## config.mk

```make
export PLATFORM = sky130hd
export DESIGN_NAME = pipe_rr_arbiter
export DESIGN_NICKNAME = d
export VERILOG_FILES = /design/src/rtl/pipe_rr_arbiter.sv
export SDC_FILE = /design/constraint.sdc
export NUM_CORES = 1
export LEC_CHECK = 0
export ABC_AREA = 1
export CAP_MARGIN = 15
export CORE_AREA = 2 2 196 198
export CTS_CLUSTER_SIZE = 20
export DETAILED_ROUTE_END_ITERATION = 10
export DIE_AREA = 0 0 198 200
export RECOVER_POWER = 25
export SLEW_MARGIN = 20
export SYNTH_ARGS = -nofsm -noshare
export SYNTH_HDL_FRONTEND = slang
export SYNTH_SLANG_ARGS = --single-unit
```

## constraint.sdc

```tcl
create_clock -name CLK -period 2.2 [get_ports CLK]
set_input_delay 0.33 -clock CLK [delete_from_list [all_inputs] [get_ports CLK]]
set_output_delay 0.33 -clock CLK [all_outputs]
set_load 0.02 [all_outputs]
```

## src/rtl/pipe_rr_arbiter.sv

```systemverilog
// Round-robin arbiter that multiplexes nreq PipeIn-style producers onto one enq port.
// Grants last up to maxburst beats; the owner is registered so each beat has exactly one source.
module pipe_rr_arbiter #(
  parameter int width    = 96,
  parameter int nreq     = 4,
  parameter int maxburst = 4
) (
  input  logic                    CLK,
  input  logic                    nRST,
  input  logic [nreq-1:0]         req,
  input  logic [nreq*width-1:0]   in_enq_v,
  input  logic [nreq-1:0]         in_enq_ena,
  output logic [nreq-1:0]         in_enq_rdy,
  output logic [width-1:0]        out_enq_v,
  output logic                    out_enq_ena,
  input  logic                    out_enq_rdy,
  output logic [nreq-1:0]         grant,
  output logic                    busy,
  output logic                    err
);

  localparam int iw = $clog2(nreq);
  localparam int bw = (maxburst > 1) ? $clog2(maxburst) : 1;
  localparam logic [bw-1:0] last_beat = bw'(maxburst - 1);
  localparam logic [iw-1:0] last_init = iw'(nreq - 1);

  typedef enum logic {IDLE, GRANTED} state_t;

  state_t          state_reg, state_next;
  logic [iw-1:0]   owner_reg, owner_next;
  logic [iw-1:0]   last_reg, last_next;
  logic [bw-1:0]   beat_cnt_reg, beat_cnt_next;
  logic            err_reg;

  logic            granted, beat, burst_end, drop_end, pick_found;
  logic [iw-1:0]   pick_idx, scan_idx;
  logic [nreq-1:0] owner_onehot, pick_src;
  logic [width-1:0] payload [nreq];

  generate
    for (genvar gi = 0; gi < nreq; gi++) begin : g_payload
      assign payload[gi] = in_enq_v[gi*width +: width];
    end
  endgenerate

  assign granted      = (state_reg == GRANTED);
  assign owner_onehot = {{(nreq-1){1'b0}}, 1'b1} << owner_reg;
  assign grant        = granted ? owner_onehot : '0;
  assign busy         = granted;
  assign in_enq_rdy   = (granted && out_enq_rdy) ? owner_onehot : '0;
  assign out_enq_ena  = granted && out_enq_rdy && in_enq_ena[owner_reg];
  assign beat         = out_enq_ena;
  assign out_enq_v    = beat ? payload[owner_reg] : '0;
  assign err          = err_reg;

  assign burst_end = beat && (beat_cnt_reg == last_beat);
  assign drop_end  = !req[owner_reg] && !beat;
  // While granted the owner is excluded so a released owner yields to any waiting peer.
  assign pick_src  = granted ? (req & ~owner_onehot) : req;

  // Scan from farthest to nearest so the nearest pending requester after last wins.
  always_comb begin
    pick_found = 1'b0;
    pick_idx   = '0;
    scan_idx   = '0;
    for (int k = nreq; k >= 1; k--) begin
      scan_idx = iw'((int'(last_reg) + k) % nreq);
      if (pick_src[scan_idx]) begin
        pick_found = 1'b1;
        pick_idx   = scan_idx;
      end
    end
  end

  always_comb begin
    state_next    = state_reg;
    owner_next    = owner_reg;
    last_next     = last_reg;
    beat_cnt_next = beat_cnt_reg;
    case (state_reg)
      IDLE: begin
        if (pick_found) begin
          state_next    = GRANTED;
          owner_next    = pick_idx;
          last_next     = pick_idx;
          beat_cnt_next = '0;
        end
      end
      GRANTED: begin
        if (burst_end || drop_end) begin
          beat_cnt_next = '0;
          if (pick_found) begin
            owner_next = pick_idx;
            last_next  = pick_idx;
          end else if (!(burst_end && req[owner_reg])) begin
            state_next = IDLE;
          end
        end else if (beat) begin
          beat_cnt_next = beat_cnt_reg + 1'b1;
        end
      end
      default: state_next = IDLE;
    endcase
  end

  always_ff @(posedge CLK) begin
    if (!nRST) begin
      state_reg    <= IDLE;
      owner_reg    <= '0;
      last_reg     <= last_init;
      beat_cnt_reg <= '0;
      err_reg      <= 1'b0;
    end else begin
      state_reg    <= state_next;
      owner_reg    <= owner_next;
      last_reg     <= last_next;
      beat_cnt_reg <= beat_cnt_next;
      err_reg      <= err_reg | (|(in_enq_ena & ~in_enq_rdy));
    end
  end

endmodule
```

==> flow_summary.ini, run 1 <==
[outcome]
outcome = complete, but fails checks
violations = negative setup slack

[clock_network]
cts-hold-fix-buffers = 0
tritoncts = yes
clockBufferDepth = 2
cts-root-buf = clkbuf_16
insertion_delay_ns = 0.23
clk_pin_slew_ns = 0.04
h-tree-depth = 1
cts_buffers = 3
clkSinkCount = 8

[sta]
fin_ws_ns = -0.00855
relSlewSlack_pct = 73.5
final_max_slew_viol_count = 0
tightest_slew_ns = 0.398
hold_viol = 0
clock_skew_ns = 0.000621
holdWs_ns = 0.533
setup_viol = 1
rsz0062_at_grt = yes
min_period_over_period_pct = 100
finalWorstPathRequiredPeriod_ns = 2.21
timing.fmax_mhz = 453

[die]
rows = 71
die_h_um = 200
dieArea_mm2 = 0.0396
boundaryPins = 502
core-area_mm2 = 0.0374
start_util_pct = 7.98
die_width_um = 198

[critical_path]
startpoint_type = flip-flop
path_max_fanout = 23
r2r_end = beat_cnt_reg[1]
rr_startpoint = owner_reg[0]
cp.arrival_ns = 1.88
end_kind = output port
rr_worst_depth = 12
cp_cell_sequence = buf_12 > nor2_4 > bufbuf_16 > a22oi_1 > a31oi_1 > clkdlybuf4s15_2
critical_path_class = flip-flop to output port
r2r_slack_ns = 0.29
cpPeakStageDelay_ns = 0.37
cp.required_ns = 1.87
cpMaxStageDelayCell = bufbuf_16

[global_route]
grt_max_degree = 52
grt_usage_pct = 11.8
grt_pass1_vias = 6385
grt_overflow = 0
grt_pass1_wl_um = 35400
grt_antenna_before_repair = 4

[synth]
synth_compound_area_share_pct = 47.3
yosysSeqAreaShare_pct = 5.36
netlist_area_mm2 = 0.00299
synth_top_family_by_area = compound AO/OA/AOI/OAI gates
async_flop_share_pct = 0
synthSimpleGateAreaFrac_pct = 35.6
ys.flop_type = dfxtp_1
synthAdderAreaFrac_pct = 0.419
synth.area.mux_share_pct = 0
ys_types = 28
ys_ff_latch = 8
synth_edf_count = 0
synth_xor_area_share_pct = 0.293
synthCells = 563
avgSynthCellArea_um2 = 5.30
yosysWarningCount = 0
syn_nets = 959

[route]
dr.pass1.iters = 5
wl_per_cell_um = 17.1
drt_wl_total_um = 27100
drt_iter0_drc = 264
final_antenna_net_count = 0
vias = 6475
viasPerCell = 4.08
drc = 0

[cells_and_area]
seqCellArea_um2 = 161
syn2layout_area_growth_pct = 197
finish.cell_count_without_fillers = 1588
fillCellCount = 4159
fin_nets = 1474
multi_input_area_mm2 = 0.00263
drive_above_1_share_pct = 17.8

[place]
portBuffers = 501
dp_cells = 1581
gp_congestion = 0.825
hpwl_um = 21800

[worst_hold_path]
min_path_cells = 4
whs_endpoint = beat_cnt_reg[0]
worstHoldPathType = flip-flop to flip-flop
hold_start = beat_cnt_reg[0]

[pwr]
p_leak_uw = 0.00339
irDropWorstVdd_v = 0.000280
pwr-share-seq_pct = 5.0
p_comb_share_pct = 88.7
switchingPower_uw = 2420
switching_share_pct = 49.8
p_per_area_mw_per_mm2 = 547
clockPowerShare_pct = 6.3
intPower_uw = 2440

[flow_run]
max_cap_viol_count = 0
[stage by stage]
stage	util, %	power (µW)	setup WS, ns	area [µm²]	setup TNS (ns)
after CTS	24.4	4880	-0.156	9120	-0.431
after global routing	23.7	5190	-0.0866	8880	-0.409
after floorplan	-	2220	0.204	2990	0
after global placement	24.1	4480	-0.522	9020	-36.15
after detailed placement	24.1	4490	-0.443	9020	-29.94
final	23.7	4850	-0.00855	8880	-0.00855
[Yosys cell counts, types with 3 or more instances]
master / n / area, µm²
clkinv_1: 3 / 11.3
a31oi_1: 96 / 601
buf_2: 20 / 100
nand2_1: 230 / 863
nand3_1: 17 / 85.1
a21oi_1: 3 / 15.0
nor2_1: 16 / 60.1
dfxtp_1: 8 / 160
inv_1: 20 / 75.1
o21ai_0: 5 / 25.0
nand2_2: 3 / 18.8
a22oi_1: 96 / 721
clkbuf_1: 30 / 113
[area by class of cell]
| type | count | area share, % |
|---|---|---|
| diodes | 1 | 0.0282 |
| clock buffers | 3 | 0.845 |
| inverters | 24 | 1.08 |
| multi-input cells | 478 | 29.6 |
| flip-flops and latches | 8 | 1.82 |
| well taps | 511 | 7.20 |
| repair buffers | 563 | 59.4 |
[worst max-delay path by stage]
stage	endpoint	from	slack [ns]	depth (start not counted)
after global placement	out_enq_v[19]	in_enq_ena[3]	-0.52	9
after global routing	out_enq_v[55]	owner_reg[0]	-0.09	6
after floorplan	out_enq_v[55]	busy	0.20	6
final	out_enq_v[55]	owner_reg[0]	-0.009	6
after detailed placement	out_enq_v[19]	in_enq_ena[3]	-0.44	9
after CTS	out_enq_v[9]	owner_reg[1]	-0.16	8
[timing repair]
action / CTS / global route
endpoints found under the setup margin: 98 / 95
gates resized for setup: 383 / 99
setup buffers: 1 / 0
pin swaps: 1 / 1
cloned: 1 / 1
[power by group through the flow]
stage / combinational, µW / sequential, µW / clock (µW)
floorplan: 1990 / 230 / 0
global placement: 4240 / 238 / 0
detailed placement: 4250 / 241 / 0
CTS: 4330 / 239 / 314
global route: 4620 / 249 / 323
finish: 4300 / 242 / 308
[cells by family after synthesis]
group                    count (synthesis)
AO/OA/AOI/OAI                          206
XOR/XNOR                                 1
adder cells (fa/ha/maj)                  1
buffers and inverters                   77
flip-flops                               8
AND/OR/NAND/NOR                        270
[per-layer routing]
layer | wire length (µm) | vias up | share of wire (%) | global-route usage, %
met4 | 623 | 2 | 2.3 | 3.43
met5 | 13 | - | 0.048 | 0
met3 | 2580 | 35 | 9.5 | 2.39
met2 | 13900 | 416 | 51 | 22.9
met1 | 9970 | 2944 | 37 | 12.9
li1 | - | 3078 | - | -
[critical path, delay by kind of cell (launching register included)]
| kind | cells | cell delay [ns] |
|---|---|---|
| buffers and inverters | 3 | 0.81 |
| AND/OR/NAND/NOR | 1 | 0.19 |
| flip-flops | 1 | 0.31 |
| AO/OA/AOI/OAI | 2 | 0.33 |
[layout by cell type, fill, tap and decap left out, drive strengths merged, types with 3 or more instances in the layout]
| cell type | netlist | routed |
|---|---|---|
| a22oi | 96 | 96 |
| nand3 | 18 | 18 |
| a21oi | 4 | 4 |
| inv | 21 | 21 |
| dlygate4sd2 | 0 | 3 |
| nor2 | 18 | 18 |
| clkbuf | 30 | 10 |
| clkinv | 3 | 3 |
| buf | 23 | 146 |
| nand2 | 233 | 233 |
| a31oi | 96 | 96 |
| o21ai | 6 | 6 |
| dfxtp | 8 | 8 |
| clkdlybuf4s15 | 0 | 5 |
| clkdlybuf4s50 | 0 | 399 |
(Power assumes the default switching activity.)
==> inputs of run 2 (changes only) <==
--- a/config.mk
+++ b/config.mk
@@ -5,8 +5,7 @@
 export SDC_FILE = /design/constraint.sdc
 export NUM_CORES = 1
 export LEC_CHECK = 0
-export ABC_AREA = 1
-export CAP_MARGIN = 15
+export ABC_AREA = 0
 export CORE_AREA = 2 2 196 198
 export CTS_CLUSTER_SIZE = 20
 export DETAILED_ROUTE_END_ITERATION = 10
==> run 2 against run 1 <==
  * The run still ends with negative setup slack left
  * Sequential cell count is the same
  * Synthesized cell count shrank 41%
  * Via count shrank 15%
  * Register-to-register slack lost 0.26 ns
  * Global-route usage grew 1.1 points
  * Utilization grew 4.1 points
  * Largest cell class unchanged
  * Combinational power grew 36%
  * First-iteration DRC count shrank 6.1%
  * Critical path type unchanged
  * Clock power is essentially flat
  * Area after synthesis grew 25%
==> flow_summary.ini, run 2 <==
[route]
viasPerCell = 3.92
drc = 0
final_antenna_net_count = 0
drt_iter0_drc = 248
drt_wl_total_um = 29400
dr.pass1.iters = 5
wl_per_cell_um = 21.1
vias = 5474

[clock_network]
clkSinkCount = 8
cts_buffers = 3
insertion_delay_ns = 0.23
cts-root-buf = clkbuf_16
clockBufferDepth = 2
clk_pin_slew_ns = 0.04
cts-hold-fix-buffers = 0
h-tree-depth = 1
tritoncts = yes

[synth]
synth_top_cell_by_area = mux4_2
synth_area_leaders = mux4_2 (59%), nor2b_1 (16%), dfxtp_1 (4.3%), buf_2 (1.7%), clkbuf_1 (1.4%)
syn_nets = 727
yosysWarningCount = 0
synth_common_cells = mux4_2 (98), nor2b_1 (98), clkbuf_1 (14)
async_flop_share_pct = 0
ys.flop_type = dfxtp_1
netlist_area_mm2 = 0.00372
yosysTopAreaCellShare_pct = 59.3
synth_edf_count = 0
ys_types = 40
avgSynthCellArea_um2 = 11.2
ys_ff_latch = 8
synthCells = 331
yosysSeqAreaShare_pct = 4.30

[place]
portBuffers = 501
pre_cts_slack_ns = -0.537
hpwl_um = 23200
gp_congestion = 0.908

[sta]
clock_skew_ns = 0.00203
min_period_over_period_pct = 103
tightest_slew_ns = 0.370
fin_ws_ns = -0.0651
final_max_slew_viol_count = 0
finalWorstPathRequiredPeriod_ns = 2.27
setup_viol = 33
relSlewSlack_pct = 75.3
hold_viol = 0
rsz0062_at_grt = yes
setup-tns-final_ns = -1.11
timing.fmax_mhz = 441

[cells_and_area]
fin_nets = 1283
syn2layout_area_growth_pct = 179
mostFrequentLayoutCell = clkdlybuf4s50_1
fillCellCount = 3947
drive_above_1_share_pct = 36.6
final_cell_mix = clkdlybuf4s50_1 (391), mux4_2 (98), buf_4 (81), nor2b_1 (74), buf_6 (35)

[global_route]
grt_usage_pct = 12.9
grt_antenna_before_repair = 2
grt_max_degree = 30
grt_overflow = 0
grt_pass1_vias = 5479
grt_pass1_wl_um = 37200

[outcome]
violations = negative setup slack
outcome = complete, but fails checks

[critical_path]
startpoint_type = flip-flop
path_max_fanout = 8
cpLargestDelayFamily = buffers and inverters
r2r_end = last_reg[0]
cp.required_ns = 1.87
cp_cell_sequence = mux4_2 > nand3_4 > buf_8 > buf_12 > buf_12 > nor2b_1 > buf_4
rr_startpoint = owner_reg[0]
cp.arrival_ns = 1.94
path_common_cell = buf_12
cpPeakStageDelay_ns = 0.54
end_kind = output port
r2r_slack_ns = 0.03
cpMaxStageDelayCell = mux4_2
crit_buf_inv = 4
critical_path_class = flip-flop to output port
rr_worst_depth = 9

[worst_hold_path]
worstHoldPathType = flip-flop to flip-flop
min_path_cells = 2
whs_endpoint = beat_cnt_reg[1]
hold_start = beat_cnt_reg[1]

[die]
die_h_um = 200
die_width_um = 198
rows = 71
core-area_mm2 = 0.0374
start_util_pct = 9.96
dieArea_mm2 = 0.0396
boundaryPins = 502

[pwr]
irDropWorstVdd_v = 0.000342
p_leak_uw = 0.00398
p_per_area_mw_per_mm2 = 616

[flow_run]
max_cap_viol_count = 0
[run 2: changes by cell type in the layout (fill, tap and decap cells not counted), sizes merged, moves of 7 or more]
cell / delta
dlygate4sd2: +7
nand2: -222
nor2b: +98
mux4: +98
a22oi: -95
inv: -14
a31oi: -95
clkdlybuf4s50: -8
buf: +31
nor2: -9
nand3: -10
[run 2: worst min-delay path: stages (launching register included)]
cell     delay (ns)
dfxtp_1        0.32
a22oi_1        0.07
nor2_1         0.08
[run 2: layout make-up]
type	instances	area [µm²]	area share (%)
inverter	7	28.8	0.277
tap	511	639	6.15
antenna	2	5.00	0.0481
sequential	8	168	1.61
clock buffer	3	75.1	0.722
multi-input combinational	277	3500	33.6
timing repair buffer	590	5990	57.6
[run 2: logic make-up after synthesis]
logic type,after synthesis,share of synthesized area [%]
compound gates,33,5.98
mux,102,60.6
fa+ha+maj,1,0.336
flops,8,4.30
simple gates,141,22.8
buf+inv,46,6.05
[run 2: what timing repair did]
action	CTS	global route
buffers inserted	19	8
pin swaps	1	1
gates cloned	7	4
setup endpoints to repair	109	87
resized for setup	389	131
[run 2: metal layers]
metal	routed length, µm	track usage (%)	up-vias
met5	0	0	-
li1	-	-	2440
met2	15900	24.5	277
met4	320	1.92	0
met1	11100	15.2	2739
met3	2170	2.67	18
[run 2: how the worst max path moves through the flow]
| stage | from | endpoint | slack (ns) | depth (start not counted) |
|---|---|---|---|---|
| 2_1_floorplan | busy | last_reg[0] | 0.21 | 7 |
| 3_3_place_gp | in_enq_ena[3] | out_enq_v[77] | -0.52 | 6 |
| 3_5_place_dp | in_enq_ena[3] | out_enq_v[77] | -0.54 | 6 |
| 4_1_cts | owner_reg[0] | out_enq_v[88] | -0.21 | 6 |
| 5_1_grt | owner_reg[0] | out_enq_v[38] | -0.13 | 7 |
| 6_report | owner_reg[0] | out_enq_v[42] | -0.07 | 7 |
[run 2: power by group]
part | total, µW | internal (µW) | switching (µW)
Combinational | 5830 | 3620 | 2220
Clock | 308 | 235 | 73.3
Sequential | 271 | 189 | 81.9
Total | 6410 | 4040 | 2370
[run 2: stage by stage]
step                hold slack [ns]  cell area [µm²]  power (µW)  std cells  util [%]
floorplan                     0.402             3720        3130        331         -
global placement              0.488             9780        5400       1360      26.2
detailed placement            0.500             9780        5400       1360      26.2
CTS                           0.512             9890        6080       1389      26.5
global route                  0.582            10400        6780       1398      27.8
finish                        0.505            10400        6410       1398      27.8
==> inputs of run 3 (changes only) <==
--- a/config.mk
+++ b/config.mk
@@ -11,6 +11,7 @@
 export DETAILED_ROUTE_END_ITERATION = 10
 export DIE_AREA = 0 0 198 200
 export RECOVER_POWER = 25
+export SETUP_SLACK_MARGIN = 0.15
 export SLEW_MARGIN = 20
 export SYNTH_ARGS = -nofsm -noshare
 export SYNTH_HDL_FRONTEND = slang
==> constraint.sdc (replaced) <==
create_clock -name CLK -period 2.2 [get_ports CLK]
set_input_delay 0.33 -clock CLK [delete_from_list [all_inputs] [get_ports CLK]]
set_output_delay 0.33 -clock CLK [all_outputs]
set_load 0.05 [all_outputs]
==> run 3 against run 2 <==
  * The flow still finishes with violations (negative setup slack)
  * Maximum frequency rose by 0.96%
  * Non-clock buffer count fell by 18
  * Critical path depth fell by 1
  * Worst setup slack improved by 0.022 ns
  * Clock skew barely moved
  * Die area did not move
  * Global-route usage rose by 0.16 points
  * Clock-buffer cell count rose by 1
  * Final cell count fell by 1.4%
  * Hold slack improved by 0.020 ns
  * Sequential power rose by 3%
  * Critical path type unchanged
  * Largest cell class unchanged
  * Largest power group unchanged
==> flow_summary.ini, run 3 (synthesis results as in run 2) <==
[pwr]
p_per_area_mw_per_mm2 = 641
p_leak_uw = 0.00428
p_comb_share_pct = 92.1
switching_share_pct = 39.5
switchingPower_uw = 2970
clockPowerShare_pct = 4.2
pwr-share-seq_pct = 3.7
intPower_uw = 4540
irDropWorstVdd_v = 0.000323

[worst_hold_path]
worstHoldPathType = flip-flop to flip-flop
whs_endpoint = beat_cnt_reg[1]
min_path_cells = 2
hold_start = beat_cnt_reg[1]

[global_route]
grt_pass1_vias = 5463
grt_usage_pct = 13.1
grt_antenna_before_repair = 0
grt_overflow = 0
grt_max_degree = 28
grt_pass1_wl_um = 38100

[clock_network]
cts-root-buf = clkbuf_16
h-tree-depth = 1
tritoncts = yes
cts-hold-fix-buffers = 0
insertion_delay_ns = 0.23
cts_buffers = 3
clkSinkCount = 8
clockBufferDepth = 2
clk_pin_slew_ns = 0.04

[sta]
timing.fmax_mhz = 446
relSlewSlack_pct = 64.4
setup_viol = 37
final_max_slew_viol_count = 0
min_period_over_period_pct = 102
clock_skew_ns = 0.00237
rsz0062_at_grt = yes
tightest_slew_ns = 0.532
hold_viol = 0
finalWorstPathRequiredPeriod_ns = 2.24
fin_ws_ns = -0.0435

[critical_path]
critPathLaunch = owner_reg[0]
end_kind = output port
critical_path_class = flip-flop to output port
cp.arrival_ns = 1.91
rr_worst_depth = 9
path_max_fanout = 9
startpoint_type = flip-flop
cp.required_ns = 1.87
r2r_end = last_reg[0]
r2r_slack_ns = 0.14
rr_startpoint = owner_reg[0]

[cells_and_area]
antenna_cells = 0
fin_nets = 1265
mostFrequentLayoutCell = clkdlybuf4s50_1
final_core_util_pct = 31.4
drive_above_1_share_pct = 44.9
final_cell_mix = clkdlybuf4s50_1 (391), buf_12 (119), mux4_2 (98), nor2b_2 (53), nor2b_4 (43)
syn2layout_area_growth_pct = 215
finish.cell_count_without_fillers = 1379
fillCellCount = 3755

[place]
dp_cells = 1358
hpwl_um = 24200
portBuffers = 501
pre_cts_slack_ns = -0.196
gp_congestion = 0.915

[route]
drc = 0
drt_iter0_drc = 220
viasPerCell = 3.83
vias = 5276
drt_wl_total_um = 28000
final_antenna_net_count = 0
wl_per_cell_um = 20.3
dr.pass1.iters = 4

[flow_run]
max_cap_viol_count = 0

[die]
dieArea_mm2 = 0.0396
die_width_um = 198
die_h_um = 200
start_util_pct = 9.96
core-area_mm2 = 0.0374
boundaryPins = 502
rows = 71

[outcome]
violations = negative setup slack
outcome = complete, but fails checks
[run 3: changes by cell type in the layout (fill, tap and decap cells not counted), moves of 3 or more]
| cell | previous run | this run |
|---|---|---|
| dlygate4sd2_1 | 10 | 4 |
| clkbuf_16 | 7 | 4 |
| buf_12 | 20 | 119 |
| nor2b_1 | 74 | 2 |
| nor2b_4 | 17 | 43 |
| buf_2 | 32 | 0 |
| buf_4 | 81 | 32 |
| nor2b_2 | 7 | 53 |
| buf_6 | 35 | 13 |
| buf_16 | 6 | 3 |
| buf_8 | 3 | 6 |
[run 3: timing repair]
item,4_1_cts,5_1_grt
buffers inserted,12,0
pin swaps,1,0
gates cloned,4,1
resized for setup,58,9
endpoints found under the setup margin,102,104
[run 3: cell type report]
cell class                 count  area, µm²  area share, %
tap                          511        639           5.45
inverter                       7       28.8          0.245
multi-input combinational    277       3820           32.6
timing repair buffer         572       6990           59.6
clock buffer                   4       78.8          0.672
sequential                     8        169           1.44
[run 3: power by group through the flow]
stage	logic [µW]	registers [µW]	clock network [µW]
3_5_place_dp	6420	290	0
2_1_floorplan	3750	209	0
6_report	6920	279	317
3_3_place_gp	6420	288	0
5_1_grt	7280	292	334
4_1_cts	6980	279	324
[run 3: stage by stage]
| stage | power (µW) | setup TNS (ns) | area, µm² | hold WS [ns] |
|---|---|---|---|---|
| after global placement | 6700 | -11.93 | 11200 | 0.488 |
| after CTS | 7590 | -1.80 | 11700 | 0.532 |
| after global routing | 7900 | -5.58 | 11700 | 0.564 |
| after floorplan | 3960 | 0 | 4090 | 0.402 |
| final | 7510 | -0.846 | 11700 | 0.525 |
| after detailed placement | 6710 | -13.79 | 11200 | 0.523 |
[run 3: worst max-delay path by stage]
stage | slack (ns) | depth (start not counted) | end
floorplan | 0.06 | 4 | out_enq_v[5]
global placement | -0.17 | 7 | out_enq_v[5]
detailed placement | -0.20 | 7 | out_enq_v[53]
CTS | -0.06 | 6 | out_enq_v[53]
global route | -0.1 | 7 | out_enq_v[87]
finish | -0.04 | 6 | out_enq_v[53]
[run 3: layer usage]
metal	vias to the layer above	part of all wire, %	global-route usage (%)
met5	-	0	0
met2	221	52	23.2
li1	2396	-	-
met3	10	5.4	1.55
met4	0	0.41	0.891
met1	2649	42	17.7
[run 3: worst max-delay path, stage by stage, from the launching register on]
cell and delay, ns:
dfxtp_4 0.38, mux4_2 0.56, nand3_4 0.14, buf_12 0.18, buf_12 0.18, nor2b_4 0.06
buf_12 0.14
